$ cat config.mk
export PLATFORM = sky130hd
export DESIGN_NAME = mem_arbiter
export DESIGN_NICKNAME = d
export VERILOG_FILES = /design/src/rtl/mem_arbiter_pkg.sv /design/src/rtl/mem_arbiter_rr_arbiter2.sv /design/src/rtl/mem_arbiter.sv
export SDC_FILE = /design/constraint.sdc
export NUM_CORES = 1
export LEC_CHECK = 0
export CAP_MARGIN = 20
export CORE_MARGIN = 1
export CORE_UTILIZATION = 40
export DETAILED_ROUTE_END_ITERATION = 12
export GPL_TIMING_DRIVEN = 0
export PLACE_DENSITY_LB_ADDON = 0.12
export SLEW_MARGIN = 5
export SYNTH_ARGS = -nofsm -noshare
export SYNTH_HDL_FRONTEND = slang
export SYNTH_SLANG_ARGS = --single-unit
$ cat constraint.sdc
create_clock -name clk -period 2.85 [get_ports clk]
set_input_delay 0.7125 -clock clk [delete_from_list [all_inputs] [get_ports clk]]
set_output_delay 0.7125 -clock clk [all_outputs]
set_load 0.05 [all_outputs]
$ cat src/rtl/mem_arbiter_pkg.sv
// Shared definitions for the two-port memory arbiter: bus widths,
// FSM state encoding and requester indices.
package mem_arbiter_pkg;

    localparam int AW = 12;
    localparam int DW = 16;

    typedef enum logic [1:0] {
        IDLE   = 2'd0,
        ACCESS = 2'd1,
        RESP   = 2'd2
    } state_t;

    // Requester indices; also the encoding of winner / last_grant.
    localparam logic CPU = 1'b0;
    localparam logic DMA = 1'b1;

endpackage

$ cat src/rtl/mem_arbiter_rr_arbiter2.sv
// Two-way round-robin pick: on a tie the requester not granted last wins,
// otherwise the only active requester wins.
module rr_arbiter2
    import mem_arbiter_pkg::*;
(
    input  logic req0,
    input  logic req1,
    input  logic last_grant,
    output logic winner
);

    // Combinational winner selection.
    always_comb begin
        // NOTE: default assignment first so no path leaves winner unassigned (no latch).
        winner = CPU;
        if (req0 && req1) begin
            winner = ~last_grant;
        end else if (req1) begin
            winner = DMA;
        end
    end

endmodule

$ cat src/rtl/mem_arbiter.sv
// Arbitrates CPU (port 0) and DMA (port 1) onto one single-port memory.
// Each access takes IDLE -> ACCESS -> RESP; ack is a one-cycle pulse in RESP.
module mem_arbiter
    import mem_arbiter_pkg::*;
#(
    parameter int AW = mem_arbiter_pkg::AW,
    parameter int DW = mem_arbiter_pkg::DW
) (
    input  logic          clk,
    input  logic          rst_n,
    input  logic          req0,
    input  logic          req1,
    input  logic          we0,
    input  logic          we1,
    input  logic [AW-1:0] addr0,
    input  logic [AW-1:0] addr1,
    input  logic [DW-1:0] wdata0,
    input  logic [DW-1:0] wdata1,
    output logic          ack0,
    output logic          ack1,
    output logic [DW-1:0] rdata,
    output logic [AW-1:0] mem_adress,
    output logic          mem_read,
    output logic          mem_write,
    output logic [DW-1:0] mem_indata,
    input  logic [DW-1:0] mem_outdata
);

    state_t        state;
    logic          winner;
    logic          last_grant;
    logic          cur_id;     // requester owning the access in flight
    logic          cur_rd;     // access in flight is a read
    logic [DW-1:0] rdata_q;    // last read result, held across writes

    rr_arbiter2 u_rr (
        .req0       (req0),
        .req1       (req1),
        .last_grant (last_grant),
        .winner     (winner)
    );

    // Access FSM with registered memory strobes, address/data and acks.
    always_ff @(posedge clk) begin
        // NOTE: sequential state uses non-blocking assignments so every register samples pre-edge values.
        if (!rst_n) begin
            state      <= IDLE;
            mem_read   <= 1'b0;
            mem_write  <= 1'b0;
            ack0       <= 1'b0;
            ack1       <= 1'b0;
            mem_adress <= '0;
            mem_indata <= '0;
            last_grant <= DMA;
            cur_id     <= CPU;
            cur_rd     <= 1'b0;
            rdata_q    <= '0;
        end else begin
            ack0      <= 1'b0;
            ack1      <= 1'b0;
            mem_read  <= 1'b0;
            mem_write <= 1'b0;
            case (state)
                IDLE: begin
                    if (req0 || req1) begin
                        state      <= ACCESS;
                        last_grant <= winner;
                        cur_id     <= winner;
                        if (winner == DMA) begin
                            mem_adress <= addr1;
                            mem_indata <= wdata1;
                            mem_read   <= !we1;
                            mem_write  <= we1;
                            cur_rd     <= !we1;
                        end else begin
                            mem_adress <= addr0;
                            mem_indata <= wdata0;
                            mem_read   <= !we0;
                            mem_write  <= we0;
                            cur_rd     <= !we0;
                        end
                    end
                end
                ACCESS: begin
                    state <= RESP;
                    ack0  <= (cur_id == CPU);
                    ack1  <= (cur_id == DMA);
                end
                RESP: begin
                    state <= IDLE;
                    if (cur_rd) begin
                        rdata_q <= mem_outdata;
                    end
                end
                default: state <= IDLE;
            endcase
        end
    end

    // Memory read data is registered by the memory, so it is forwarded
    // directly during RESP of a read and held afterwards.
    assign rdata = (state == RESP && cur_rd) ? mem_outdata : rdata_q;

endmodule
==> results of run 1 <==
==> Yosys cell counts <==
cell type	number	share of area [%]
nor3_1	2	0.47
and2_1	17	5.0
buf_4	1	0.35
a31oi_1	28	8.2
and3_1	1	0.29
nand2_1	61	11
a31o_2	1	0.41
nor2b_1	2	0.58
nor2_2	1	0.29
mux2i_1	2	0.93
inv_1	1	0.17
mux2_2	6	3.1
nand3b_4	1	0.93
and2_4	1	0.41
dfxtp_1	53	49
buf_6	1	0.52
mux2_4	10	7.0
nor2_1	1	0.17
a21boi_2	1	0.52
buf_2	9	2.1
clkbuf_1	6	1.0
o21a_2	1	0.41
o21ai_0	29	6.8
a21oi_1	1	0.23
==> per-layer routing <==
| metal | global-route usage, % | vias up |
|---|---|---|
| met3 | 8.17 | 2 |
| met5 | 0 | - |
| met1 | 24.3 | 962 |
| li1 | - | 1072 |
| met4 | 5.35 | 0 |
| met2 | 34.5 | 80 |
==> flip-flops by register name, summed over array words and instances, names as in the netlist <==
register,count
mem_indata,16
rdata_q,16
mem_adress,12
state,2
ack0,1
ack1,1
cur_id,1
cur_rd,1
last_grant,1
mem_read,1
mem_write,1
==> critical path, cell delays in order <==
cell and delay, ns:
clkdlybuf4s50_1 0.46, mux2_2 0.15, clkdlybuf4s50_1 0.79
==> final cells by class <==
cell class	instances	area share, %
inverter	1	0.105
sequential	53	29.7
multi-input combinational	166	27.9
timing repair buffer	125	34.9
tap	70	2.46
buffer	17	2.42
clock buffer	6	2.03
clock inverter	2	0.421
==> worst min path at each step <==
stage / endpoint / cells past startpoint
2_1_floorplan: ack0 / 1
4_1_cts: ack0 / 1
3_3_place_gp: ack0 / 1
6_report: ack0 / 1
3_5_place_dp: ack0 / 1
5_1_grt: ack0 / 1
==> logic make-up (layout without fill, tap and decap cells) <==
| kind of cell | Yosys count | after routing | share of synthesized area [%] |
|---|---|---|---|
| flops | 53 | 53 | 49.4 |
| buf+inv | 18 | 151 | 4.20 |
| simple gates | 87 | 87 | 18.8 |
| compound gates | 61 | 61 | 16.5 |
| mux | 18 | 18 | 11.1 |
==> power by group <==
part	internal [mW]	switching, mW	total [mW]
Clock	0.174	0.244	0.418
Combinational	0.241	0.330	0.571
Sequential	0.798	0.0284	0.827
Total	1.21	0.603	1.82
==> stage by stage <==
step / instances / utilization, % / hold WS [ns] / setup TNS [ns]
3_3_place_gp: 432 / 67.8 / 0.414 / 0
5_1_grt: 440 / 69.4 / 0.479 / 0
4_1_cts: 440 / 69.3 / 0.448 / 0
2_1_floorplan: 237 / - / 0.400 / 0
6_report: 440 / 69.4 / 0.442 / 0
3_5_place_dp: 432 / 67.8 / 0.434 / -0.0217
==> what timing repair did <==
item,4_1_cts,5_1_grt
hold buffers,0,0
resized for setup,10,3
pin swaps,0,0
cloned,0,0
setup endpoints to repair,10,3
==> flow_summary.yaml, run 1 <==
floorplan:
  die-height_um: 75.2
  rows: 26
  die_x_um: 75.2
  core_mm2: 0.00514
  initial_utilization_pct: 41.7
  dieArea_mm2: 0.00566
  ios: 126
place:
  place_area_mm2: 0.00348
  port_buffers: 125
  gp_congestion: 0.707
  dp_hpwl_um: 4270
  pre_cts_ws_ns: -0.0217
timing:
  layout_min_cycle_time_ns: 2.82
  setup_viol: 0
  worst_slew_margin_rel_pct: 64.6
  slew_violations: 0
  skew_ns: 0.0110
  finalCritPeriodShare_pct: 99.1
  finalHoldViolations: 0
  rsz0062_at_grt: "false"
  fin_ws_ns: 0.0251
  max_freq_mhz: 354
  tightestPinTransition_ns: 0.530
global_route:
  grt_max_degree: 17
  antenna_found_initial: 0
  grt_pass1_wl_um: 8740
  grt_usage_pct: 20.5
  gr-total-overflow: 0
  grt_pass1_vias: 1951
detailed_routing:
  via_count: 2116
  postRouteAntennaNets: 0
  post_drt_wl_per_cell_um: 13.0
  met1Wirelength_um: 2290
  highest_layer: "met4"
  dr_wl_met2_um: 2850
  via_per_inst: 4.81
  drc: 0
  drtIter0Drc: 78
  route.met3.wl_um: 540
  drt-pass1-iter-count: 4
  wl_um: 5710
layout:
  final_cell_mix: "clkdlybuf4s50_1 (112), nand2_1 (61), dfxtp_1 (53)"
  fin_area_mm2: 0.00357
  multiInputGateArea_um2: 995
  layout.nets: 447
  area_delta_synth_final_pct: 66.2
  num_antenna_cells: 0
  drive_above_1_share_pct: 10.8
  regArea_mm2: 0.00106
  layout_commonest_cell: "clkdlybuf4s50_1"
  num-fill-cells: 466
synthesis:
  avgSynthCellArea_um2: 9.05
  synth_nets: 315
  synthesis.area_mm2: 0.00215
  seq_area_frac_synth_pct: 49.4
  synth_warnings: 0
  synth-seq-cells: 53
  synth_cells: 237
  synth.distinct_cells: 24
setup_path:
  startpoint: "mem_outdata[3]"
  start_kind: "input port"
  setup.reg_to_reg.worst_slack_ns: 1.35
  rr_worst_depth: 5
  crit_arrival_ns: 2.11
  cp-endpoint: "rdata[3]"
  cp_max_fo: 2
  r2r_end: "mem_adress[2]"
  worst-setup-path-type: "in -> out"
  end_kind: "output pin"
  rr_startpoint: "state[1]"
  crit_required_ns: 2.14
clock_tree:
  clock-sinks: 53
  clkLatencyLatePin_ns: 0.30
  cts_tree: "yes"
  clockBufferDepth: 2
  clock-root-buffer: "clkbuf_8"
  clkTransAtPathRegs_ns: 0.10
  h-tree-depth: 2
  cts_made_buffers: 5
  postCtsSetupRepairBufs: 0
pwr:
  powerDensity_mw_per_mm2: 509
  leakage_nw: 1.56
  finalPower_mw: 1.82
  vdd.ir_drop.worst_mv: 0.347
status:
  run_status: "complete, no violations"
run:
  max-cap-violations: 0
min_path:
  min_path_type: "reg -> reg"
  worstHoldStart: "cur_id"
Power figures use the tool's default switching activity.
==> run 2: changes to the inputs <==
--- a/config.mk
+++ b/config.mk
@@ -8,6 +8,7 @@
 export CAP_MARGIN = 20
 export CORE_MARGIN = 1
 export CORE_UTILIZATION = 40
+export CTS_CLUSTER_DIAMETER = 200
 export DETAILED_ROUTE_END_ITERATION = 12
 export GPL_TIMING_DRIVEN = 0
 export PLACE_DENSITY_LB_ADDON = 0.12
==> results of run 2 <==
No change in the layout: final DEF, timing and power equal those of run 1.
